===== config.mk =====
export PLATFORM = sky130hd
export DESIGN_NAME = catch_round_ctrl
export DESIGN_NICKNAME = d
export VERILOG_FILES = /design/src/rtl/catch_round_ctrl.sv
export SDC_FILE = /design/constraint.sdc
export NUM_CORES = 1
export LEC_CHECK = 0
export ABC_AREA = 1
export ABC_CLOCK_PERIOD_IN_PS = 3600
export BUFFER_PORTS_ARGS = -buffer_cell sky130_fd_sc_hd__buf_2
export CAP_MARGIN = 20
export CORE_ASPECT_RATIO = 1.75
export CORE_UTILIZATION = 45
export CTS_CLUSTER_DIAMETER = 100
export DETAILED_ROUTE_END_ITERATION = 7
export PLACE_DENSITY = 0.61
export SYNTH_ARGS = -nofsm -noshare
export SYNTH_HDL_FRONTEND = slang
export SYNTH_SLANG_ARGS = --single-unit

===== constraint.sdc =====
create_clock -name vclock -period 3.6 [get_ports vclock]
set_input_delay 0 -clock vclock [delete_from_list [all_inputs] [get_ports vclock]]
set_output_delay 0 -clock vclock [all_outputs]
set_load 0.1 [all_outputs]

===== src/rtl/catch_round_ctrl.sv =====
// Round sequencer for the two-glove catch game: countdown, serve,
// flight, miss penalty and game over, paced by vsync frame ticks.
module catch_round_ctrl #(
  parameter int FPS            = 60,
  parameter int COUNT_SEC      = 3,
  parameter int FLIGHT_TIMEOUT = 240,
  parameter int MISS_FRAMES    = 60,
  parameter int MAX_MISSES     = 3,
  parameter int SCORE_W        = 8
) (
  input  logic               vclock,
  input  logic               reset,
  input  logic               vsync,
  input  logic               start,
  input  logic               catch_event,
  input  logic               throw_event,
  output logic               play_enable,
  output logic               ball_reset,
  output logic [2:0]         game_state,
  output logic [1:0]         countdown_sec,
  output logic [SCORE_W-1:0] score,
  output logic [SCORE_W-1:0] best,
  output logic [1:0]         misses
);

  localparam int MAX_AB  = (FPS > FLIGHT_TIMEOUT) ? FPS : FLIGHT_TIMEOUT;
  localparam int CNT_MAX = (MAX_AB > MISS_FRAMES) ? MAX_AB : MISS_FRAMES;
  localparam int CW      = $clog2(CNT_MAX + 1);

  localparam logic [CW-1:0] FPS_END  = CW'(FPS - 1);
  localparam logic [CW-1:0] FLT_END  = CW'(FLIGHT_TIMEOUT - 1);
  localparam logic [CW-1:0] MISS_END = CW'(MISS_FRAMES - 1);
  localparam logic [1:0]    SEC_INIT = 2'(COUNT_SEC);
  localparam logic [1:0]    MISS_LIM = 2'(MAX_MISSES);

  typedef enum logic [2:0] {
    S_IDLE   = 3'd0,
    S_COUNT  = 3'd1,
    S_SERVE  = 3'd2,
    S_FLIGHT = 3'd3,
    S_MISS   = 3'd4,
    S_OVER   = 3'd5
  } state_e;

  state_e             state_q, state_d;
  logic [CW-1:0]      cnt_q, cnt_d;
  logic [1:0]         sec_q, sec_d;
  logic [SCORE_W-1:0] score_q, score_d;
  logic [SCORE_W-1:0] best_q, best_d;
  logic [1:0]         miss_q, miss_d;
  logic               br_q, br_d;
  logic               pe_q, pe_d;
  logic               vsync_q, start_q;
  logic               frame_tick, start_rise;
  logic [SCORE_W-1:0] score_inc;
  logic [1:0]         miss_inc;

  assign frame_tick = vsync_q & ~vsync;
  assign start_rise = start & ~start_q;
  assign score_inc  = (&score_q) ? score_q : score_q + SCORE_W'(1);
  assign miss_inc   = miss_q + 2'd1;

  always_comb begin
    state_d = state_q;
    cnt_d   = cnt_q;
    sec_d   = sec_q;
    score_d = score_q;
    best_d  = best_q;
    miss_d  = miss_q;
    br_d    = 1'b0;
    case (state_q)
      S_IDLE, S_OVER: begin
        if (start_rise) begin
          state_d = S_COUNT;
          score_d = '0;
          miss_d  = '0;
          sec_d   = SEC_INIT;
          cnt_d   = '0;
          br_d    = 1'b1;
        end
      end
      S_COUNT: begin
        if (frame_tick) begin
          if (cnt_q == FPS_END) begin
            cnt_d = '0;
            sec_d = sec_q - 2'd1;
            if (sec_q == 2'd1) state_d = S_SERVE;
          end else begin
            cnt_d = cnt_q + CW'(1);
          end
        end
      end
      S_SERVE: begin
        if (throw_event) begin
          state_d = S_FLIGHT;
          cnt_d   = '0;
        end
      end
      S_FLIGHT: begin
        // a catch on the timeout frame still counts as a catch
        if (catch_event) begin
          state_d = S_SERVE;
          cnt_d   = '0;
          score_d = score_inc;
          if (score_inc > best_q) best_d = score_inc;
        end else if (frame_tick) begin
          if (cnt_q == FLT_END) begin
            score_d = '0;
            miss_d  = miss_inc;
            br_d    = 1'b1;
            cnt_d   = '0;
            state_d = (miss_inc == MISS_LIM) ? S_OVER : S_MISS;
          end else begin
            cnt_d = cnt_q + CW'(1);
          end
        end
      end
      S_MISS: begin
        if (frame_tick) begin
          if (cnt_q == MISS_END) begin
            state_d = S_SERVE;
            cnt_d   = '0;
          end else begin
            cnt_d = cnt_q + CW'(1);
          end
        end
      end
      default: state_d = S_IDLE;
    endcase
    pe_d = (state_d == S_SERVE) || (state_d == S_FLIGHT);
  end

  always_ff @(posedge vclock) begin
    if (reset) begin
      state_q <= S_IDLE;
      cnt_q   <= '0;
      sec_q   <= '0;
      score_q <= '0;
      best_q  <= '0;
      miss_q  <= '0;
      br_q    <= 1'b0;
      pe_q    <= 1'b0;
      vsync_q <= 1'b1;
      start_q <= 1'b1;
    end else begin
      state_q <= state_d;
      cnt_q   <= cnt_d;
      sec_q   <= sec_d;
      score_q <= score_d;
      best_q  <= best_d;
      miss_q  <= miss_d;
      br_q    <= br_d;
      pe_q    <= pe_d;
      vsync_q <= vsync;
      start_q <= start;
    end
  end

  assign game_state    = state_q;
  assign play_enable   = pe_q;
  assign ball_reset    = br_q;
  assign countdown_sec = sec_q;
  assign score         = score_q;
  assign best          = best_q;
  assign misses        = miss_q;

endmodule


Word-level counts from Yosys, hierarchy flattened

Index checks and enable logic that the tools add are counted.

Register bits: 35
Output and inout port bits: 25
Word-level logic and storage cells: 92

Add/subtract/negate cells: 4
Order comparisons: 1
Eq/ne operators: 21
Mux-type cells: 39
Bitwise logic cells: 4
Reduce and logical (&&, ||, !) cells: 13

Operators with widths:

| cell                                                 | count |
|---|---|
| two-way mux 8 bit                                    | 11 |
| case mux 8 bit (4 select lines)                      | 1 |
| two-way mux 3 bit                                    | 10 |
| adder 8 x 1 -> 8 bit (second input constant)         | 2 |
| case mux 8 bit (2 select lines)                      | 1 |
| case mux 3 bit (5 select lines)                      | 1 |
| two-way mux 2 bit                                    | 7 |
| inequality test 2 bit (second input constant)        | 7 |
| equality test 3 x 2 -> 1 bit (second input constant) | 4 |
| AND reduction 5 bit                                  | 2 |
| equality test 8 x 6 -> 1 bit (second input constant) | 1 |
| equality test 8 bit (second input constant)          | 1 |
| > comparator 8 bit                                   | 1 |
| case mux 2 bit (2 select lines)                      | 2 |
| AND reduction 4 bit                                  | 2 |
| AND reduction 8 bit                                  | 1 |
| equality test 3 bit (second input constant)          | 2 |
| inequality test 3 bit (second input constant)        | 2 |
| two-way mux 1 bit                                    | 5 |
| nonzero test 2 bit                                   | 2 |
| nonzero test 4 bit                                   | 1 |
| OR reduction 2 bit                                   | 2 |
| equality test 3 x 1 -> 1 bit (second input constant) | 1 |
| zero test 3 bit                                      | 1 |
| 10 further kinds                                     | 12 |

Longest topological paths before layout

Gate-level depths: netlist of run 1.

Depth after elaboration: 9
Mapped depth: 17
Mapped depth without buffers: 17

Worst setup path after synthesis of run 1

No wires, ideal clock.

Kind: register to register
Start point: reg score_q[0], in the netlist score[0]
End point: reg best_q[4], in the netlist best[4]
Arrival: 2899 ps
Data required time: 3481 ps
Slack: 582 ps
Stages on the path, launching flop included: 17
Buffers on the path: 1
Path through: dfxtp_1 ha_1 nand2_1 nor2_2 nand2_1 nand3_1 o21ai_0 inv_1 ha_1 nand2_1 nor2_1 nand2_1 nand2_1 clkbuf_4 nand3_1 nand2_1 nor2_1

Longest elaborated chain between the ends: 4

RTL lines:

| item                                                        | line | source |
|---|---|---|
| start, declared                                             | 48   | `logic [SCORE_W-1:0] score_q, score_d;` |
| start signal, assigned                                      | 149  | `score_q <= score_d;` |
| adder 8 x 1 -> 8 bit or AND reduction 8 bit (tied branches) | 60   | `assign score_inc = (&score_q) ? score_q : score_q + SCORE_W'(1);` |
| two-way mux 8 bit (*)                                       | 60   |  |
| net score_inc[4]                                            | 55   | `logic [SCORE_W-1:0] score_inc;` |
| > comparator 8 bit                                          | 105  | `if (score_inc > best_q) best_d = score_inc;` |
| AND reduction 3 bit (no line)                               | -    |  |
| end signal, assigned                                        | 150  | `best_q <= best_d;` |
| end, declared                                               | 49   | `logic [SCORE_W-1:0] best_q, best_d;` |

The timed path passes the listed nets; every way through them passes the cells marked *.
A chain may end at the register's enable or synchronous reset.

Worst setup path after layout of run 1

Start point: reg score_q[0], in the netlist score[0]
End point: reg best_q[7], in the netlist best[7]

Longest elaborated chain between the ends: 4

RTL lines:

| item                                                        | line |
|---|---|
| adder 8 x 1 -> 8 bit or AND reduction 8 bit (tied branches) | 60 |
| two-way mux 8 bit (*)                                       | 60 |
| net score_inc[4]                                            | 55 |
| > comparator 8 bit (*)                                      | 105 |
| AND reduction 3 bit (no line) (*)                           | - |

Marked as above.

==> results of run 1 <==
power by group through the flow:
stage	sequential [mW]	clock [mW]	combinational (mW)
final	0.403	0.298	0.104
after global routing	0.404	0.321	0.114
after CTS	0.403	0.308	0.105
after detailed placement	0.412	0	0.103
after global placement	0.412	0	0.102
after floorplan	0.441	0	0.0534
flip-flops by register name, summed over array words and instances (netlist names):
register / cells
misses: 2
ball_reset: 1
start_q: 1
cnt_q: 8
play_enable: 1
vsync_q: 1
game_state: 3
score: 8
best: 8
countdown_sec: 2
synthesized netlist by cell type, types with 2 or more instances:
master / number / share of area
dfxtp_1: 35 / 0.31
nor2_2: 4 / 0.011
nand3b_1: 2 / 0.0067
o21ai_0: 11 / 0.024
nand3_2: 2 / 0.0089
nor2_1: 51 / 0.085
nand2_2: 6 / 0.017
o21bai_1: 2 / 0.0067
a21oi_1: 22 / 0.049
ha_1: 12 / 0.067
inv_2: 4 / 0.0067
nand4_1: 7 / 0.019
inv_1: 48 / 0.080
nand3_1: 26 / 0.058
nand2_1: 106 / 0.18
per-layer routing:
layer | share of wire | GRT usage | vias to the layer above
met5 | 0 | 0 | -
met4 | 0.053 | 0.146 | 0
met3 | 0.023 | 0.0285 | 22
met2 | 0.54 | 0.433 | 53
met1 | 0.39 | 0.196 | 1030
li1 | - | - | 1183
cell type report:
type,count,area (um2),share of cell area
Clock buffer,6,82.6,0.0326
Clock inverter,1,5.00,0.00197
Inverter,52,195,0.0770
Multi-Input combinational cell,263,1320,0.519
Sequential cell,35,701,0.276
Tap cell,52,65.1,0.0257
Timing Repair Buffer,32,170,0.0671
cell families (layout without fill, tap and decap cells):
logic type	count (synthesis)	in the layout
flip-flops	35	35
AO/OA/AOI/OAI	41	41
adder cells (fa/ha/maj)	12	12
XOR/XNOR	1	1
AND/OR/NAND/NOR	209	209
buffers and inverters	57	91
stage by stage:
step	utilization	total power, mW	hold WS (ns)	area [um2]
after floorplan	-	0.494	0.0964	2250
after global placement	0.511	0.514	0.184	2430
after detailed placement	0.511	0.515	0.189	2430
after CTS	0.534	0.815	0.00649	2540
after global routing	0.534	0.839	0.00976	2540
final	0.534	0.805	0.00621	2540
how the worst min path moves through the flow:
stage / to / slack (ns) / cells after the start
after floorplan: start_q / 0.1 / 2
after global placement: start_q / 0.18 / 3
after detailed placement: start_q / 0.19 / 3
after CTS: score[7] / 0.006 / 2
after global routing: score[0] / 0.01 / 2
final: score[7] / 0.006 / 2
what timing repair did:
item | CTS | global route
hold buffers | 2 | 0
resized for setup | 0 | 0
endpoints found under the hold margin | 2 | 0
==> impl_summary.md, run 1 <==
Min path
The hold path startpoint is reset. The worst hold path belongs to the class in2reg.

Cells and area
The share of final-layout standard cells stronger than drive strength 1 is 0.152. The area growth from synthesis to layout is 12.8%. The number of antenna diodes in the final layout is 0. The library cells used most frequently in the layout, excluding fill and tap cells, are 106 x nand2_1, 51 x nor2_1, 48 x inv_1.

The net count reported at finish is just over 400. The finished layout holds 441 standard cells, fillers aside. The library cell used most frequently in the layout, excluding fill and tap cells, is nand2_1. The filler cells instantiated in the layout total 514.

Synth
The synthesized-area fraction occupied by ao, oa, aoi and oai cells is 0.109. The async set-reset flop share out of synthesis is 0. The area of the mapped netlist is 2250 um2. After synthesis the netlist holds a flip-flop and latch count of 35.

The most used flip-flop cell after synthesis is dfxtp_1. For this run, the register share of the synthesized area comes to 0.312. The count of flip-flops with a built-in enable after synthesis is 0.

Of the post-synthesis cell area, the part taken by muxes is 0. Yosys printed 0 warnings. The average cell area after synthesis is 6.33 um2. The fraction of the mapped netlist area in adder cells is 0.0668. The synthesized netlist net count is 373. In this run, distinct cell masters in the synthesized netlist total 32.

By area, the combinational part of the netlist is dominated by simple AND/OR/NAND/NOR gates. Synthesis handed over a netlist of 355 instances. Of the total synthesized cell area, the portion taken by XOR and XNOR cells is 0.00390. Of the total synthesized cell area, the portion taken by AND, OR, NAND and NOR gates is 0.406.

Detailed routing
The number of nets still failing antenna checks after routing is 0. The detailed-routing iteration count for the pre-antenna-repair pass is 5. In the final routed layout, each cell accounts on average for 12.3 um. After detailed routing, the number of remaining DRC violations is 0. The overall via count from detail_route is 2288. Dividing the detail-routed via count by the number of cells gives 5.19. Summed over all layers, the routed wires come to 5.45 mm. The number of DRC violations after detailed-routing iteration 0 is 66.

Clock tree
In this run, CTS created clock tree buffers numbering 5. The root buffer cell chosen for the clock tree is clkbuf_8. The clock passes through at most 2 buffers. The clock tree synthesis step divided the H-tree into 2 levels.

The clock latency of the later-clocked register in the worst-skew pair is 0.29 ns. The TritonCTS clock tree is built. The clock slew at the register clock pins of the worst setup and hold paths is 0.08 ns. The clock net in this run drives a total of 35 sinks. Once the clock tree was built, the setup fixing pass inserted 0 buffers.

Timing
The worst relative slew slack is 0.487. The slack of the critical path is slightly below 0.9 ns. Setup violations remaining at the end of the flow were counted as 0.

Adding up every negative setup slack in the final design gives 0 ns. The final clock period utilization by the worst path is 0.756. Static timing analysis puts the maximum clock frequency at ~0.37 GHz.

The number of failing hold endpoints at the final stage is 0. The setup skew after layout is 0.00540 ns. The slew at the pin closest to its max-slew limit is just under 0.8 ns. The number of pins with negative max-slew slack in the final report came to 0. Setup repair after global routing left no endpoint under its margin. The post-route minimum period is around 2.7 ns.

Setup path
Counting stages on the worst path, the most repeated cell is nand2_1. Counting both buffers and inverters, the worst setup path holds a total of 1. The startpoint of the most critical register-to-register path is score[0]. Walking the worst path, the cells encountered are ha_1, nand2_1, nor2_2, nand2_1, nand3_1, o21ai_0, inv_1, ha_1, nand2_1, nor2_1, nand2_1, nand2_1, nand2_2, nand2_1, nand2_1, nor2_1. The largest single stage delay on the critical path is ~0.36 ns. In this run the worst setup path terminates at best[7]. The start-to-end type of the worst setup path is reg2reg.

The destination of the worst register-to-register timing path is best[7]. On the critical path, the stage with the largest delay is an instance of dfxtp_1. The kind of cell adding the most delay to the critical path is simple AND/OR/NAND/NOR gates. The number of logic stages on the critical path including buffering is 16.

The kind of start point of the critical path is a flop. For the worst setup path, the data required time is 3.83 ns. Data arrives at the worst endpoint at 2.95 ns. STA classifies the critical path endpoint as a flop.

The worst register-to-register path has a depth of 16. Of all nets on the critical path, the largest fanout is 13. In this run the register-to-register setup slack is 0.88 ns.

The start point of the critical path is score[0].

Power and ir drop
IR analysis of the VDD net gives a maximum drop of 0.000203 V. The leakage power figure is 1.34 nW. The internal power of the cells is roughly 0.57 mW.

The proportion of power drawn by combinational gates is 0.129. Of the total power, registers draw 0.500. The part of the power in the clock network is 0.371.

For this design the ratio of total power to cell area is about 320 nW/um2. The switching power is 0.233 mW. The net switching fraction of the power is 0.290.

Die
The height of the die is around 96 um. The area of the core is between 4000 and 5000 um2. The placement row count is 33. The floorplan die area is between 5000 and 6000 um2.

31 I/O pins were placed. The starting utilization of the core area is 0.474. From left edge to right edge, the die measures 55.4 um.

GRT
Entering global routing, the biggest net connects 25 pins. The first-pass GRT wire length is 8.93 mm. The initial antenna violation count is 0.

The overflow left after global routing is 0. In the global route stage, overall resource usage came out at 0.216. The number of global-route vias before repair is 2158.

Run status
The run finished with clean final reports.

Placed design
The number of placed instances with taps included is 432. The setup slack after placement is roughly 0.93 ns. The number of port buffers is 30. Once detailed placement completed, the half-perimeter wirelength came to approximately 4.2 mm. Routability-driven placement finished with a final weighted congestion of approximately 0.88.

Job
The number of max-cap violations is 0.
No activity file was read; power rests on OpenSTA's default activity.
==> run 2: changes to the inputs <==
--- a/config.mk
+++ b/config.mk
@@ -6,14 +6,14 @@
 export NUM_CORES = 1
 export LEC_CHECK = 0
 export ABC_AREA = 1
-export ABC_CLOCK_PERIOD_IN_PS = 3600
+export ABC_CLOCK_PERIOD_IN_PS = 2400
 export BUFFER_PORTS_ARGS = -buffer_cell sky130_fd_sc_hd__buf_2
 export CAP_MARGIN = 20
 export CORE_ASPECT_RATIO = 1.75
 export CORE_UTILIZATION = 45
 export CTS_CLUSTER_DIAMETER = 100
 export DETAILED_ROUTE_END_ITERATION = 7
-export PLACE_DENSITY = 0.61
+export PLACE_DENSITY = 0.63
 export SYNTH_ARGS = -nofsm -noshare
 export SYNTH_HDL_FRONTEND = slang
 export SYNTH_SLANG_ARGS = --single-unit
==> constraint.sdc (replaced) <==
create_clock -name vclock -period 2.4 [get_ports vclock]
set_input_delay 0 -clock vclock [delete_from_list [all_inputs] [get_ports vclock]]
set_output_delay 0 -clock vclock [all_outputs]
set_load 0.1 [all_outputs]
==> impl_summary.md, run 2 (synthesized netlist as in run 1, its figures left out) <==
GRT
The first-pass GRT wire length is 9.16 mm (+2.6%). The initial antenna violation count is 0 (unchanged). The combined global-route utilization of all metal layers is 0.225 (+0.00982).

The maximum number of pins on one net before global-route repair is 25 (unchanged). The overflow left after global routing is 0 (unchanged). The number of global-route vias before repair is 2200 (+1.9%).

Min path
The worst hold path belongs to the class in2reg.

Cells and area
The top cell types in the final layout, fill and taps aside, are 101 x nand2_1, 49 x nor2_1, 48 x inv_1. The area growth from synthesis to layout is 20.1%. The total area of multi-input combinational cells is 1370 um2 (+4.0%). The area taken by flip-flops and latches is 723 um2 (+3.2%). The total of fill cells in the finished design is 507 (-1.4%). The final cell utilization of the core is 0.569 (+0.0345). The net count reported at finish came to 418 (+2.7%). The final antenna diode count is 0 (unchanged). The most common cell after layout, fill and taps aside is nand2_1. The share of final-layout standard cells stronger than drive strength 1 is 0.217 (+0.0653).

The cell area after layout is 2700 um2 (+6.5%).

Power and ir drop
The internal power of the cells was 0.859 mW (+50%). The net switching fraction of the power came to 0.287 (-0.00285). The sequential cell fraction of total power came to 0.497 (-0.003). The part of the power in the clock network came to 0.373 (+0.002). The proportion of power drawn by combinational gates is 0.131 (+0.002). The power density over the cells is 446 nW/um2 (+41%). The worst ir drop on vdd is 0.000480 V (+140%). The switching power is 0.346 mW (+48%). The leakage power figure is 1.42 nW (+5.9%).

Detailed routing
The detailed-routing iteration count for the pre-antenna-repair pass is 4 (-1). The number of design rule violations left after detail routing came to 0 (unchanged). The wire length per cell is 12.2 um (-1.4%).

The post-detailed-route via-to-cell ratio was 5.11 (-1.5%). The overall via count from detail_route is 2315 (+1.2%). The final wirelength was 5.52 mm (+1.3%). The number of nets still failing antenna checks after routing is 0 (unchanged). The number of DRC violations after detailed-routing iteration 0 came to 95 (+44%).

Placed design
The final weighted congestion in routability-driven placement is 0.867 (-1.6%). The instance area at placement came to 2510 um2 (+3.3%). The half-perimeter wire length after placement came to 4.25 mm (+1.1%). The setup slack after placement came to -0.0568 ns (-0.989 ns). The number of port buffers is 30 (unchanged).

Setup path
On the critical path, the stage with the largest delay is an instance of dfxtp_4. The required time reported for the critical path endpoint is 2.59 ns (-1.24 ns). The delay of the slowest cell on the worst path is 0.38 ns (+0.02 ns). The most repeated library cell on the critical path is nand2_1. The worst setup path is of the reg2reg kind.

Traced cell by cell, the critical path runs through ha_4, nand2_2, inv_1, nand2_1, o21ai_0, nand2_1, ha_1, nand2_1, nor2_2, nand2_1, nand2_4, buf_4, nand3_1, nand2_1, nor2_1. The worst setup path is launched from a flop. The buffering stage count on the worst path with inverters included came to 2 (+1). The largest driver fanout on the critical path is 8 (-5). The arrival time of data at the critical path endpoint was 2.39 ns (-0.56 ns). STA classifies the critical path endpoint as a flop. The kind of cell with the highest combined delay along the critical path is simple AND/OR/NAND/NOR gates.

Timing
The number of failing hold endpoints at the final stage is 0 (unchanged). The final setup violation count is 0 (unchanged). The worst relative slew slack was 0.451 (-0.0355).

The setup skew after layout is 0.00806 ns (+0.00266 ns). The number of pins with negative max-slew slack in the final report is 0 (unchanged). The slew at the pin closest to its max-slew limit is 0.822 ns (+0.0532 ns). The worst-case hold slack is 0.185 ns (+0.179 ns). The post-route minimum period came to 2.19 ns (-0.527 ns). The setup TNS is 0 ns (unchanged). The final clock period utilization by the worst path came to 0.915 (+0.158).

The slack of the critical path is 0.205 ns (-0.673 ns). The maximum clock frequency is 0.456 GHz (+24%).

Clock tree
The TritonCTS clock tree is built. The clock latency of the later-clocked register in the worst-skew pair is 0.29 ns (about the same). The buffer depth of the longest clock path came to 2 (unchanged).

The clock slew at the register clock pins of the worst setup and hold paths is 0.07 ns (about the same). The tree is rooted in a clkbuf_8. The clock net sink count is 35 (unchanged). The number of H-tree branching levels is 2 (unchanged). The number of CTS-inserted buffers is 5 (unchanged).

Die
The floorplan die area is 5290 um2 (unchanged). The height of the die is 95.5 um (unchanged). The placement row count came to 33 (unchanged). The die span in x is 55.4 um (unchanged). The area of the core was 4750 um2 (unchanged). The starting utilization of the core area came to 0.474 (unchanged). The number of placed I/O pins came to 31 (unchanged).

Run status
The run finished with clean final reports.

Job
The number of max-cap violations came to 0 (unchanged).
## run 2: cell types whose count changed in the layout (fill, tap and decap cells not counted), moves of 2 or more
cell	before	now
dfxtp_2	0	3
a21oi_1	22	20
dfxtp_4	0	5
nand2_2	6	9
nand2_4	1	3
a21oi_2	0	2
dfxtp_1	35	27
nand2_1	106	101
buf_4	0	10
nor2_1	51	49
## run 2: worst reg2reg max path, delay by kind of cell (launching register included)
family	cells	cell delay, ns
compound gates	1	0.14
buf+inv	2	0.20
fa+ha+maj	2	0.44
simple gates	10	0.95
flops	1	0.38
## run 2: final timing paths
path / start / to / slack (ns) / cells past startpoint
max: score[0] / best[4] / 0.21 / 15
min: catch_event / game_state[0] / 0.18 / 6
max reg2reg: score[0] / best[4] / 0.21 / 15
min reg2reg: score[7] / score[7] / 0.50 / 2
## run 2: per-layer routing
layer | vias to the layer above | global-route usage | routed length (um)
li1 | 1207 | - | -
met1 | 1037 | 0.192 | 2050
met2 | 48 | 0.444 | 2950
met3 | 23 | 0.0326 | 130
met4 | 0 | 0.198 | 383
met5 | - | 0 | 0
## run 2: power groups by stage
stage	logic [mW]	registers [mW]	clock network [mW]
2_1_floorplan	0.0800	0.656	0
3_3_place_gp	0.154	0.611	0
3_5_place_dp	0.155	0.611	0
4_1_cts	0.159	0.598	0.470
5_1_grt	0.176	0.600	0.487
6_report	0.157	0.598	0.449
## run 2: timing repair
| item | in CTS | in global routing |
|---|---|---|
| setup endpoints to repair | 7 | 8 |
| hold endpoints to repair | 8 | 0 |
| hold buffers | 3 | 0 |
| pin swaps | 0 | 6 |
| resized for setup | 1 | 11 |
| setup buffers | 0 | 4 |
## run 2: per-stage QoR
stage,instances,total power [mW]
5_1_grt,453,1.26
3_3_place_gp,438,0.765
4_1_cts,449,1.23
3_5_place_dp,438,0.766
6_report,453,1.20
2_1_floorplan,355,0.736
## run 2: cell type report
cell class,count,share of cell area
clock buffers,7,0.0320
clock inverters,1,0.00185
inverters,52,0.0723
multi-input cells,263,0.507
flip-flops and latches,35,0.268
well taps,52,0.0241
repair buffers,43,0.0945
==> run 3: changes to the inputs <==
--- a/config.mk
+++ b/config.mk
@@ -13,7 +13,7 @@
 export CORE_UTILIZATION = 45
 export CTS_CLUSTER_DIAMETER = 100
 export DETAILED_ROUTE_END_ITERATION = 7
-export PLACE_DENSITY = 0.63
+export PLACE_DENSITY = 0.67
 export SYNTH_ARGS = -nofsm -noshare
 export SYNTH_HDL_FRONTEND = slang
 export SYNTH_SLANG_ARGS = --single-unit
==> impl_summary.md, run 3 (synthesized netlist as in run 1, its figures left out) <==
Setup path
STA classifies the critical path endpoint as a flop. The worst-case register-to-register setup slack was 0.13 ns (-0.08 ns). The buffering stage count on the worst path with inverters included is 0 (-2). The required time reported for the critical path endpoint is 2.59 ns (about the same). The critical path goes through ha_4, nand2_2, nor2_4, nand2_4, or2_1, nand2_1, ha_1, a31oi_2, nand3_1, nand2_1, nor2_1. The arrival time of data at the critical path endpoint is 2.46 ns (+0.07 ns).

The largest driver fanout on the critical path was 7 (-1). The setup path with the least slack is of type reg2reg. The endpoint identified for the worst register-to-register timing path is best[0]. The worst register-to-register path begins at score[0]. On the critical path the largest part of the delay comes from simple AND/OR/NAND/NOR gates. The critical-path cell with the highest stage delay is dfxtp_4. The most repeated library cell on the critical path is nand2_1. The delay of the slowest cell on the worst path came to 0.39 ns (about the same). The depth of the worst register-to-register path is 11 (-4).

The worst setup path is launched from a flop.

Timing
The number of failing hold endpoints at the final stage is 0 (unchanged). The post-route minimum period is 2.27 ns (+0.0757 ns). The final clock period utilization by the worst path is 0.946 (+0.0316).

The final setup violation count is 0 (unchanged). The worst-case hold slack is 0.211 ns (+0.0262 ns). The setup skew after layout came to 0.00808 ns (+0.0000226 ns).

The setup TNS is 0 ns (unchanged). The maximum clock frequency came to 0.440 GHz (-3.3%). The slack of the critical path came to 0.129 ns (-0.0757 ns). The slew at the pin closest to its max-slew limit is 0.790 ns (-0.0316 ns). The number of pins with negative max-slew slack in the final report is 0 (unchanged). The worst relative slew slack is 0.472 (+0.0211).

Min path
The worst-case hold path end point is game_state[0]. The worst hold-check path type is in2reg. The cell depth of the worst hold path is 7 (+1).

In this run the most critical hold path is launched from throw_event.

Detailed routing
The number of design rule violations left after detail routing came to 0 (unchanged). The overall via count from detail_route is 2359 (+1.9%). The highest layer touched by signal routing is met4. The routed wire length on met2 is 3.18 mm (+7.9%).

The wire length on met3 was 158 um (+22%). The number of nets still failing antenna checks after routing was 0 (unchanged). The number of DRC violations after detailed-routing iteration 0 is 100 (+5.3%). The post-detailed-route via-to-cell ratio was 5.17 (+1.2%). The final wirelength was 5.83 mm (+5.7%). The detailed-routing iteration count for the pre-antenna-repair pass is 4 (unchanged). The wire length per cell is 12.8 um (+5.0%). The met1 wire length is 2.12 mm (+3.4%).

Placed design
The half-perimeter wire length after placement is 4.40 mm (+3.6%). The final weighted congestion in routability-driven placement came to 0.917 (+5.7%). The setup slack after placement was -0.0234 ns (+0.0333 ns). The number of port buffers is 30 (unchanged).

GRT
The combined global-route utilization of all metal layers is 0.220 (-0.00562). The first-pass GRT wire length is 9.03 mm (-1.5%). The maximum number of pins on one net before global-route repair is 25 (unchanged).

The overflow left after global routing is 0 (unchanged). The number of global-route vias before repair was 2178 (-1.0%). The initial antenna violation count is 0 (unchanged).

Cells and area
The net count reported at finish is 421 (+0.72%). The share of final-layout standard cells stronger than drive strength 1 is 0.228 (+0.0108). The final antenna diode count is 0 (unchanged). The final cell utilization of the core is 0.577 (+0.00843). Leaving out fill and tap cells, the most frequent cells in the layout are 102 x nand2_1, 49 x nor2_1, 48 x inv_1. From synthesis to final layout, the design area changed by 21.9%. The most common cell after layout, fill and taps aside is nand2_1.

Clock tree
The number of CTS-inserted buffers is 5 (unchanged). The clock net sink count is 35 (unchanged). The number of H-tree branching levels came to 2 (unchanged).

The cell at the root of the clock tree is clkbuf_8. TritonCTS built the clock tree. The buffer depth of the longest clock path came to 2 (unchanged). The clock latency of the later-clocked register in the worst-skew pair is 0.29 ns (about the same). The clock slew at the register clock pins of the worst setup and hold paths is 0.08 ns (about the same).

Power and ir drop
The final total power was 1.21 mW (+0.72%). The leakage power figure is 1.44 nW (+1.3%). The power density over the cells is 443 nW/um2 (-0.75%).

The worst ir drop on vdd is 0.000476 V (-0.72%).

Die
The number of placed I/O pins came to 31 (unchanged). The placement row count is 33 (unchanged). The height of the die came to 95.5 um (unchanged). The starting utilization of the core area is 0.474 (unchanged). The die span in x is 55.4 um (unchanged).

The area of the core was 4750 um2 (unchanged). The floorplan die area came to 5290 um2 (unchanged).

Run status
The flow ran to the end, and the final reports show no timing, DRC or antenna violations.

Job
The number of max-cap violations is 0 (unchanged).
==> run 3: layout make-up <==
class	instances	area, um2
clock buffer	7	86.3
clock inverter	1	5.00
fill	475	2010
inverter	52	195
multi-input combinational	265	1400
sequential	35	723
tap	52	65.1
timing repair buffer	44	263
==> run 3: stage by stage <==
stage,cells,cell area (um2)
floorplan,355,2280
global placement,438,2510
detailed placement,438,2510
CTS,449,2630
global route,456,2740
finish,456,2740
==> run 3: repair_timing <==
| action | CTS | global route |
|---|---|---|
| gates resized for setup | 1 | 15 |
| pin swaps | 0 | 5 |
| hold buffers | 3 | 0 |
| endpoints found under the hold margin | 10 | 0 |
| cloned | 0 | 2 |
| setup endpoints to repair | 7 | 8 |
| buffers inserted | 0 | 5 |
==> run 3: worst max-delay path by stage <==
stage	startpoint	endpoint	cells after the start
after detailed placement	score[0]	best[4]	14
after global routing	score[7]	best[2]	13
final	score[0]	best[0]	11
after CTS	score[0]	best[5]	15
after global placement	score[0]	best[6]	14
after floorplan	score[0]	best[4]	17
==> run 3: routing by layer <==
metal,global-route usage,vias to the layer above
li1,-,1220
met1,0.187,1057
met2,0.449,58
met3,0.0312,24
met4,0.160,0
met5,0,-
==> run 3: tightest hold or removal path, stage by stage <==
cell and delay (ns):
buf_2 0.07, inv_1 0.04, o21ai_0 0.15, nor2_1 0.04
nand3_1 0.05, nand2_1 0.05, inv_1 0.05
==> run 3: power by group <==
group | switching, mW | total [mW] | internal [mW]
sequential | 0.0112 | 0.598 | 0.587
combinational | 0.118 | 0.158 | 0.0400
clock | 0.225 | 0.456 | 0.232
